===== config.mk =====
export PLATFORM = sky130hd
export DESIGN_NAME = key_debounce
export DESIGN_NICKNAME = d
export VERILOG_FILES = /design/src/rtl/key_debounce.sv
export SDC_FILE = /design/constraint.sdc
export NUM_CORES = 1
export LEC_CHECK = 0
export BUFFER_PORTS_ARGS = -buffer_cell sky130_fd_sc_hd__buf_2
export CORE_UTILIZATION = 40
export CTS_CLUSTER_SIZE = 14
export DETAILED_ROUTE_END_ITERATION = 6
export PLACE_DENSITY = 0.59
export SETUP_SLACK_MARGIN = 0.05
export SLEW_MARGIN = 30
export SYNTH_ARGS = -nofsm -noshare
export SYNTH_HDL_FRONTEND = slang
export SYNTH_SLANG_ARGS = --single-unit

===== constraint.sdc =====
create_clock -name clk -period 3.4 [get_ports clk]
set_input_delay 0.34 -clock clk [delete_from_list [all_inputs] [get_ports clk]]
set_output_delay 0.34 -clock clk [all_outputs]
set_load 0.02 [all_outputs]

===== src/rtl/key_debounce.sv =====
// Push-button conditioner: synchronizes a raw bouncing key, qualifies press
// and release with a shared debounce timer, flags long holds, and keeps a
// press-count mode for the downstream LED stage.
//
//   state     | meaning
//   ----------+---------------------------------------------------------
//   IDLE      | key released and qualified, waiting for activity
//   PRESS_DEB | key seen pressed, counting debounce before accepting
//   HELD      | press accepted, hold timer running toward long press
//   REL_DEB   | key seen released, counting debounce before accepting
module key_debounce #(
  parameter int CNT_DEB        = 20,
  parameter int CNT_LONG       = 1000,
  parameter bit KEY_ACTIVE_LOW = 1'b1
) (
  input  logic       clk,
  input  logic       rst,
  input  logic       key_in,
  output logic       key_state,
  output logic       key_press,
  output logic       key_release,
  output logic       key_long,
  output logic [1:0] mode
);

  localparam int DEB_W  = (CNT_DEB > 1) ? $clog2(CNT_DEB) : 1;
  localparam int HOLD_W = (CNT_LONG > 0) ? $clog2(CNT_LONG + 1) : 1;

  localparam logic [DEB_W-1:0]  DEB_LAST = DEB_W'(CNT_DEB - 1);
  localparam logic [HOLD_W-1:0] HOLD_MAX = HOLD_W'(CNT_LONG);
  localparam logic              IDLE_LVL = KEY_ACTIVE_LOW;

  typedef enum logic [1:0] {
    IDLE      = 2'd0,
    PRESS_DEB = 2'd1,
    HELD      = 2'd2,
    REL_DEB   = 2'd3
  } state_t;

  state_t            state_q, state_d;
  logic              sync1_q, sync2_q;
  logic              act;
  logic [DEB_W-1:0]  deb_cnt_q, deb_cnt_d;
  logic [HOLD_W-1:0] hold_cnt_q, hold_cnt_d;
  logic [HOLD_W-1:0] hold_inc;
  logic              press_d, release_d, long_d;
  logic              key_state_q, key_press_q, key_release_q, key_long_q;
  logic [1:0]        mode_q;

  // Two-flop synchronizer; resets to the released level so no false press.
  always_ff @(posedge clk) begin
    if (rst) begin
      sync1_q <= IDLE_LVL;
      sync2_q <= IDLE_LVL;
    end else begin
      sync1_q <= key_in;
      sync2_q <= sync1_q;
    end
  end

  assign act      = KEY_ACTIVE_LOW ? ~sync2_q : sync2_q;
  assign hold_inc = hold_cnt_q + HOLD_W'(1);

  // State and counter registers.
  always_ff @(posedge clk) begin
    if (rst) begin
      state_q    <= IDLE;
      deb_cnt_q  <= '0;
      hold_cnt_q <= '0;
    end else begin
      state_q    <= state_d;
      deb_cnt_q  <= deb_cnt_d;
      hold_cnt_q <= hold_cnt_d;
    end
  end

  // Next-state, counter updates and event strobes.
  always_comb begin
    state_d    = state_q;
    deb_cnt_d  = deb_cnt_q;
    hold_cnt_d = hold_cnt_q;
    press_d    = 1'b0;
    release_d  = 1'b0;
    long_d     = 1'b0;
    case (state_q)
      IDLE: begin
        if (act) begin
          state_d   = PRESS_DEB;
          deb_cnt_d = '0;
        end
      end
      PRESS_DEB: begin
        if (!act) begin
          state_d = IDLE;
        end else if (deb_cnt_q == DEB_LAST) begin
          state_d = HELD;
          press_d = 1'b1;
        end else begin
          deb_cnt_d = deb_cnt_q + DEB_W'(1);
        end
      end
      HELD: begin
        if (!act) begin
          state_d   = REL_DEB;
          deb_cnt_d = '0;
        end else if (hold_cnt_q != HOLD_MAX) begin
          // Saturation keeps long from re-firing after an absorbed bounce.
          hold_cnt_d = hold_inc;
          long_d     = (hold_inc == HOLD_MAX);
        end
      end
      REL_DEB: begin
        if (act) begin
          state_d = HELD;
        end else if (deb_cnt_q == DEB_LAST) begin
          state_d    = IDLE;
          hold_cnt_d = '0;
          release_d  = 1'b1;
        end else begin
          deb_cnt_d = deb_cnt_q + DEB_W'(1);
        end
      end
      default: begin
        state_d = IDLE;
      end
    endcase
  end

  // Registered outputs; long press clears mode ahead of any increment.
  always_ff @(posedge clk) begin
    if (rst) begin
      key_state_q   <= 1'b0;
      key_press_q   <= 1'b0;
      key_release_q <= 1'b0;
      key_long_q    <= 1'b0;
      mode_q        <= 2'd0;
    end else begin
      key_press_q   <= press_d;
      key_release_q <= release_d;
      key_long_q    <= long_d;
      if (press_d) begin
        key_state_q <= 1'b1;
      end else if (release_d) begin
        key_state_q <= 1'b0;
      end
      if (long_d) begin
        mode_q <= 2'd0;
      end else if (press_d) begin
        mode_q <= mode_q + 2'd1;
      end
    end
  end

  assign key_state   = key_state_q;
  assign key_press   = key_press_q;
  assign key_release = key_release_q;
  assign key_long    = key_long_q;
  assign mode        = mode_q;

endmodule


### Yosys cells after proc, flatten, opt, wreduce, memory -nomap -nowiden

Index checks and enable logic that the tools add are counted.

| word-level totals | value |
|---|---|
| register bits | 25 |

| operators by class | value |
|---|---|
| add/sub/neg operators | 3 |
| eq/ne operators | 15 |
| muxes and demuxes | 28 |
| reduce and logical (&&, ||, !) cells | 7 |

Operators by type and width:

| cell | count |
|---|---|
| two-way mux 10 bit | 4 |
| two-way mux 5 bit | 5 |
| one-hot mux 10 bit (2 select lines) | 1 |
| one-hot mux 5 bit (4 select lines) | 1 |
| != test 2 bit, second input constant | 7 |
| two-way mux 2 bit | 6 |
| adder 10 x 1 -> 10 bit, second input constant | 1 |
| == test 10 bit, second input constant | 1 |
| two-way mux 1 bit | 10 |
| != test 10 bit, second input constant | 1 |
| one-hot mux 2 bit (4 select lines) | 1 |
| AND reduction 4 bit | 2 |
| != test 3 bit, second input constant | 2 |
| adder 5 x 1 -> 5 bit, second input constant | 1 |
| == test 5 bit, second input constant | 1 |
| AND reduction 5 bit | 1 |
| == test 2 bit, second input constant | 2 |
| nonzero test 2 bit | 2 |
| adder 2 x 1 -> 2 bit, second input constant | 1 |
| == test 2 x 1 -> 1 bit, second input constant | 1 |
| zero test 2 bit | 1 |
| OR reduction 2 bit | 1 |

### Logic depth before layout (Yosys ltp)

Gate-level depths: netlist of the first run.

| depth | value |
|---|---|
| depth in word-level cells | 6 |
| depth in mapped cells | 8 |
| gate-level depth less buffers | 7 |

### Least setup slack after synthesis of the first run

OpenSTA, ideal clock, no wires.

| timing | value |
|---|---|
| kind | reg-to-reg |
| start point | register deb_cnt_q[0] |
| end point | register hold_cnt_q[9] |
| data arrival time | 1619 ps |
| required time | 3272 ps |
| path slack | 1653 ps |
| stages on the path, launching flop included | 8 |
| path buffers | 1 |
| clock period less this slack | 1747 ps |
| cell sequence | dfxtp_1 -> ha_1 -> nor4bb_1 -> buf_2 -> and3_1 -> o21ai_2 -> a221oi_2 -> nor2_1 |

| on the way | value |
|---|---|
| longest elaborated chain between the ends | 3 |

RTL lines:

| what | line | source |
|---|---|---|
| start, declared | 43 | `logic [DEB_W-1:0] deb_cnt_q, deb_cnt_d;` |
| start signal, assigned | 72 | `deb_cnt_q <= deb_cnt_d;` |
| == test 5 bit | 115 | `end else if (deb_cnt_q == DEB_LAST) begin` |
| != test 2 bit (no line) | - |  |
| AND reduction 5 bit (no line) | - |  |
| end signal, assigned | 73 | `hold_cnt_q <= hold_cnt_d;` |
| end, declared | 44 | `logic [HOLD_W-1:0] hold_cnt_q, hold_cnt_d;` |

No other way between the ends.
A chain may end at the register's enable or synchronous reset.

### Worst setup path in the final report of the first run

Ends and elaborated chain as after synthesis.

==> results of run 1 <==
[Yosys cell counts (2+ instances only)]
cell type   n
buf_2       6
or2_2       2
dfxtp_1    25
nor3_2      2
nor2b_1     2
clkbuf_1    4
a21o_1      2
nor2_1     15
o21ai_0     3
nand2_1    12
and3_1      3
ha_1        4
xnor2_1     3
o31a_1      3
nand2_2     2
a21oi_1    12
nand3b_1    3
a22oi_1     3
a31oi_1     3
nor4_1      2
and2_1      2
nand3_1    11
inv_1       4
a311oi_1    4
nor3_1      5
[worst max-delay path, stage by stage, from the launching register on]
cell,delay [ns]
dfxtp_1,0.41
ha_1,0.23
nor4bb_1,0.30
buf_4,0.22
and3_1,0.22
o21ai_2,0.14
a221oi_2,0.32
nor2_1,0.06
[layout by cell type, fill, tap and decap left out, types with 2 or more instances in the layout]
cell,n
nor2_1,15
ha_1,4
and3_1,3
a22oi_1,3
a21oi_1,12
nand2_1,12
nand3_1,11
a21o_1,2
nand3b_1,3
o31a_1,3
nand2_2,2
nor2b_1,2
nor3_2,2
inv_1,4
buf_2,8
clkbuf_4,3
nor4_1,2
a311oi_1,4
a31oi_1,3
xnor2_1,3
nor3_1,5
o21ai_0,3
or2_2,2
dfxtp_1,25
and2_1,2
[per-layer routing]
metal / up-vias / track usage [%] / share of wire, %
met3: 2 / 2.772 / 2.1
li1: 603 / - / -
met5: - / 0 / 0
met2: 13 / 27.79 / 48
met1: 568 / 23.47 / 49
met4: 0 / 7.792 / 0.74
[where the power goes]
| part | total (W) | internal [W] | leakage (nW) | switching (W) |
|---|---|---|---|---|
| Sequential | 0.000310 | 0.000299 | 0.202 | 0.0000107 |
| Combinational | 0.0000244 | 0.0000109 | 0.283 | 0.0000136 |
| Clock | 0.000135 | 0.0000449 | 0.0139 | 0.0000899 |
| Total | 0.000469 | 0.000355 | 0.500 | 0.000114 |
[sequential cells by signal, indices dropped and copies added (netlist names), named ones only]
register / cells
deb_cnt_q: 5
hold_cnt_q: 10
key_long: 1
key_press: 1
key_release: 1
key_state: 1
mode: 2
state_q: 1
sync1_q: 1
sync2_q: 1
[path summary, 6_finish.rpt]
kind,start,to,slack (ns),depth (start not counted)
setup / recovery,deb_cnt_q[0]$_SDFFE_PP0P_,hold_cnt_q[9]$_SDFFE_PP0P_,1.41,7
hold / removal,key_in,sync1_q$_SDFF_PP1_,0.20,2
setup reg to reg,deb_cnt_q[0]$_SDFFE_PP0P_,hold_cnt_q[9]$_SDFFE_PP0P_,1.41,7
hold reg to reg,sync1_q$_SDFF_PP1_,sync2_q$_SDFF_PP1_,0.44,1
[kinds of logic (layout without fill, tap and decap cells)]
| family | count (synthesis) | after routing | synth area share [%] |
|---|---|---|---|
| flip-flops | 25 | 25 | 36.60 |
| XOR/XNOR | 4 | 4 | 3.111 |
| adder cells (fa/ha/maj) | 4 | 4 | 3.660 |
| buffers and inverters | 15 | 17 | 5.214 |
| multiplexers | 1 | 1 | 0.8234 |
| AND/OR/NAND/NOR | 68 | 68 | 27.63 |
| AO/OA/AOI/OAI | 44 | 44 | 22.97 |
[through the flow]
stage	instances	instance area, um^2	setup WS, ns	utilization (%)
2_1_floorplan	161	1368	1.653	-
3_3_place_gp	203	1414	1.476	44.84
3_5_place_dp	203	1414	1.448	44.84
4_1_cts	207	1444	1.420	45.79
5_1_grt	207	1444	1.271	45.79
6_report	207	1444	1.410	45.79
[layout make-up]
type / instances / area (um^2) / area share, %
Clock inverter: 1 / 7.507 / 0.5199
Timing Repair Buffer: 9 / 47.55 / 3.293
Multi-Input combinational cell: 121 / 795.8 / 55.11
Clock buffer: 3 / 22.52 / 1.560
Inverter: 4 / 15.01 / 1.040
Sequential cell: 25 / 500.5 / 34.66
Tap cell: 44 / 55.05 / 3.813
==> impl_metrics.toml, run 1 <==
[run_status]
status = "finished, final reports clean"

[floorplanning]
start_util_pct = 43.37
coreArea_um2 = 3153
chipHeight_um = 60.47
rows = 20
dieArea_um2 = 3657
die_x_um = 60.47
io_pins = 9

[synthesis]
synth_edf_count = 0
seq_area_frac_synth_pct = 36.60
ys_seq_elements = 25
syn_avg_cell_area_um2 = 8.494
synth_top_cells_by_area = "dfxtp_1, a21oi_1, nor2_1"
yosys.area.top_type = "dfxtp_1"
yosys_warnings = 0
synth_top_area_share_pct = 36.60
synth_cell_types = 49
synth_area_um2 = 1368
async_flop_share_pct = 0
netlist_instances = 161
ys.flop_type = "dfxtp_1"
synth_fp_nets = 168

[route]
via_per_inst = 5.729
drtIter0Drc = 67
dr_total_vias = 1186
drc = 0
dr.pass1.iters = 4
ant_nets = 0
routed_wl_um = 2821
wl_per_cell_um = 13.63

[sta]
setup_viol = 0
hold_viol = 0
worst_slew_pin_slew_ns = 0.5233
holdWs_ns = 0.1954
fmax_mhz = 502.4
fin_crit_ns = 1.990
min_period_over_period_pct = 58.54
slew_violations = 0
fin_skew_ns = 0.002059
fin_setup_tns_ns = 0
rsz0062_at_grt = "no"
relSlewSlack_pct = 65.07

[final_layout]
syn_to_final_growth_pct = 5.581
n_antenna_cell = 0
drive_gt1_share_pct = 15.95
fin_nets = 171
fill_cells = 317

[clocking]
clock_sinks = 25
cts_resized = 0
cts_tree = "built"
cts_buffers = 3
hold_buffers = 0
clock_latency_ns = 0.32
h-tree-depth = 1
cts_buffer_depth = 2
cts_setup_buffers = 0
clk_pin_slew_ns = 0.14
cts_root_buf = "clkbuf_4"

[global_routing]
grt_pass1_vias = 1083
grt_overflow = 0
antenna_found_initial = 0
grt_max_degree = 26
grt.total_usage_pct = 17.50
grt_pass1_wl_um = 4836

[pwr]
power_leakage_nw = 0.4996
p_per_area_nw_per_um2 = 324.9
ir_worst_vdd_mv = 0.1294
finalPower_w = 0.0004691

[setup_path]
worst-setup-path-type = "reg2reg"
critPathCaptureType = "flop"
crit_path_max_fanout = 9
cp.arrival_ns = 2.20
worstPathRequired_ns = 3.61
worstSetupStartpointType = "flop"

[place]
dp_hpwl_um = 1941
portBuffers = 8
gp_congestion = 0.8059

[run]
cap_violations = 0

[min_path]
hold_path_class = "in2reg"
No activity file was read; power rests on OpenSTA's default activity.
==> inputs of run 2 (changes only) <==
==> constraint.sdc (replaced) <==
create_clock -name clk -period 1.9 [get_ports clk]
set_input_delay 0.19 -clock clk [delete_from_list [all_inputs] [get_ports clk]]
set_output_delay 0.19 -clock clk [all_outputs]
set_load 0.02 [all_outputs]
==> impl_metrics.toml, run 2 (synthesis results as in run 1) <==
[route]
dr.pass1.iters = 4
ant_nets = 0
dr_total_vias = 1241
wl_per_cell_um = 13.49
routed_wl_um = 2968
drtIter0Drc = 135
drc = 0
via_per_inst = 5.641

[place]
gp_congestion = 0.8274
dp_hpwl_um = 2150
dp.cells = 216
portBuffers = 8

[floorplanning]
die_x_um = 60.47
start_util_pct = 43.37
chipHeight_um = 60.47
io_pins = 9
coreArea_um2 = 3153
rows = 20
dieArea_um2 = 3657

[final_layout]
fin_nets = 184
fill_cells = 316
layout_commonest_cell = "dfxtp_1"
regMostFlops = "hold_cnt_q"
layoutNonFillerInstCount = 220
largest_reg_flops = 10
layout_common_cells = "dfxtp_1, nor2_1, buf_4"
n_antenna_cell = 0
drive_gt1_share_pct = 25.00
syn_to_final_growth_pct = 15.10

[sta]
rsz0062_at_grt = "yes"
fin_skew_ns = 0.01160
fmax_mhz = 576.8
fin_crit_ns = 1.734
slew_violations = 0
worst_slew_pin_slew_ns = 0.4837
relSlewSlack_pct = 67.75
hold_viol = 0
setup_viol = 0
min_period_over_period_pct = 91.25

[pwr]
pwr-share-clk_pct = 28.4
power_leakage_nw = 0.5594
p_sw_share_pct = 23.93
p_per_area_nw_per_um2 = 537.2
pwr-share-comb_pct = 6.8
finalPower_w = 0.0008455
ir_worst_vdd_mv = 0.4131
seq_power_share_pct = 64.8
p_int_w = 0.0006432
p_switching_w = 0.0002023

[run_status]
status = "finished, final reports clean"

[setup_path]
worstPathRequired_ns = 2.11
reg2regPathDepth = 7
worst-setup-path-type = "reg2reg"
rrSetupSlack_ns = 0.17
crit_start = "deb_cnt_q[1]$_SDFFE_PP0P_"
endpoint = "hold_cnt_q[9]$_SDFFE_PP0P_"
worstSetupStartpointType = "flop"
rr_startpoint = "deb_cnt_q[1]$_SDFFE_PP0P_"
cp.arrival_ns = 1.95
critPathCaptureType = "flop"
r2r_end = "hold_cnt_q[9]$_SDFFE_PP0P_"
crit_path_max_fanout = 4

[global_routing]
antenna_found_initial = 0
grt_max_degree = 26
grt_pass1_vias = 1182
grt.total_usage_pct = 18.67
grt_overflow = 0
grt_pass1_wl_um = 5106

[min_path]
whs_path_depth = 2
hold_path_class = "in2reg"

[clocking]
cts_tree = "built"
hold_buffers = 0
clock_latency_ns = 0.32
h-tree-depth = 1
clk_pin_slew_ns = 0.14
cts_buffers = 3
cts_setup_buffers = 0
clock_sinks = 25
cts_buffer_depth = 2
cts_root_buf = "clkbuf_4"

[run]
cap_violations = 0
[run 2: power by group through the flow]
stage,combinational (W),sequential [W],clock (W)
6_report,0.0000578,0.000548,0.000240
5_1_grt,0.0000632,0.000550,0.000272
4_1_cts,0.0000576,0.000548,0.000248
3_5_place_dp,0.0000575,0.000559,0
3_3_place_gp,0.0000554,0.000559,0
2_1_floorplan,0.0000396,0.000557,0
[run 2: metal layers]
layer / wire length [um] / vias up / track usage [%] / share of wire [%]
met1: 1377 / 590 / 23.16 / 46
li1: - / 626 / - / -
met3: 83 / 6 / 5.330 / 2.8
met5: 0 / - / 0 / 0
met4: 63 / 0 / 7.143 / 2.1
met2: 1444 / 19 / 30.77 / 49
[run 2: stage by stage]
step                hold WS (ns)  area (um^2)  utilization, %    TNS, ns  setup WS (ns)
floorplan                 0.2616         1368               -          0         0.1532
detailed placement        0.3885         1511           47.94  -0.008726      -0.008726
global placement          0.3761         1511           47.94          0        0.05585
finish                   0.04663         1574           49.92          0         0.1662
global route             0.02556         1574           49.92          0        0.03130
CTS                      0.04393         1553           49.25          0        0.05545
[run 2: timing repair]
action,in CTS,in global routing
resized for setup,2,6
setup endpoints to repair,7,12
hold endpoints to repair,0,0
[run 2: worst max-delay path: stages, from the launching register on]
cell      delay [ns]
dfxtp_2         0.37
ha_2            0.21
nor4bb_4        0.30
buf_4           0.17
and3_4          0.20
o21ai_2         0.07
a221oi_2        0.26
nor2_1          0.06
[run 2: area by class of cell]
type	count	area (um^2)	area share, %
timing repair buffer	22	145.1	9.221
multi-input combinational	121	830.8	52.78
sequential	25	501.7	31.88
inverter	4	15.01	0.9539
tap	44	55.05	3.498
clock buffer	4	26.28	1.669
[run 2: worst min path at each step]
stage	to	from
global placement	sync1_q$_SDFF_PP1_	key_in
detailed placement	sync1_q$_SDFF_PP1_	key_in
global route	sync1_q$_SDFF_PP1_	key_in
floorplan	key_long$_SDFF_PP0_	rst
finish	sync1_q$_SDFF_PP1_	key_in
CTS	sync1_q$_SDFF_PP1_	key_in
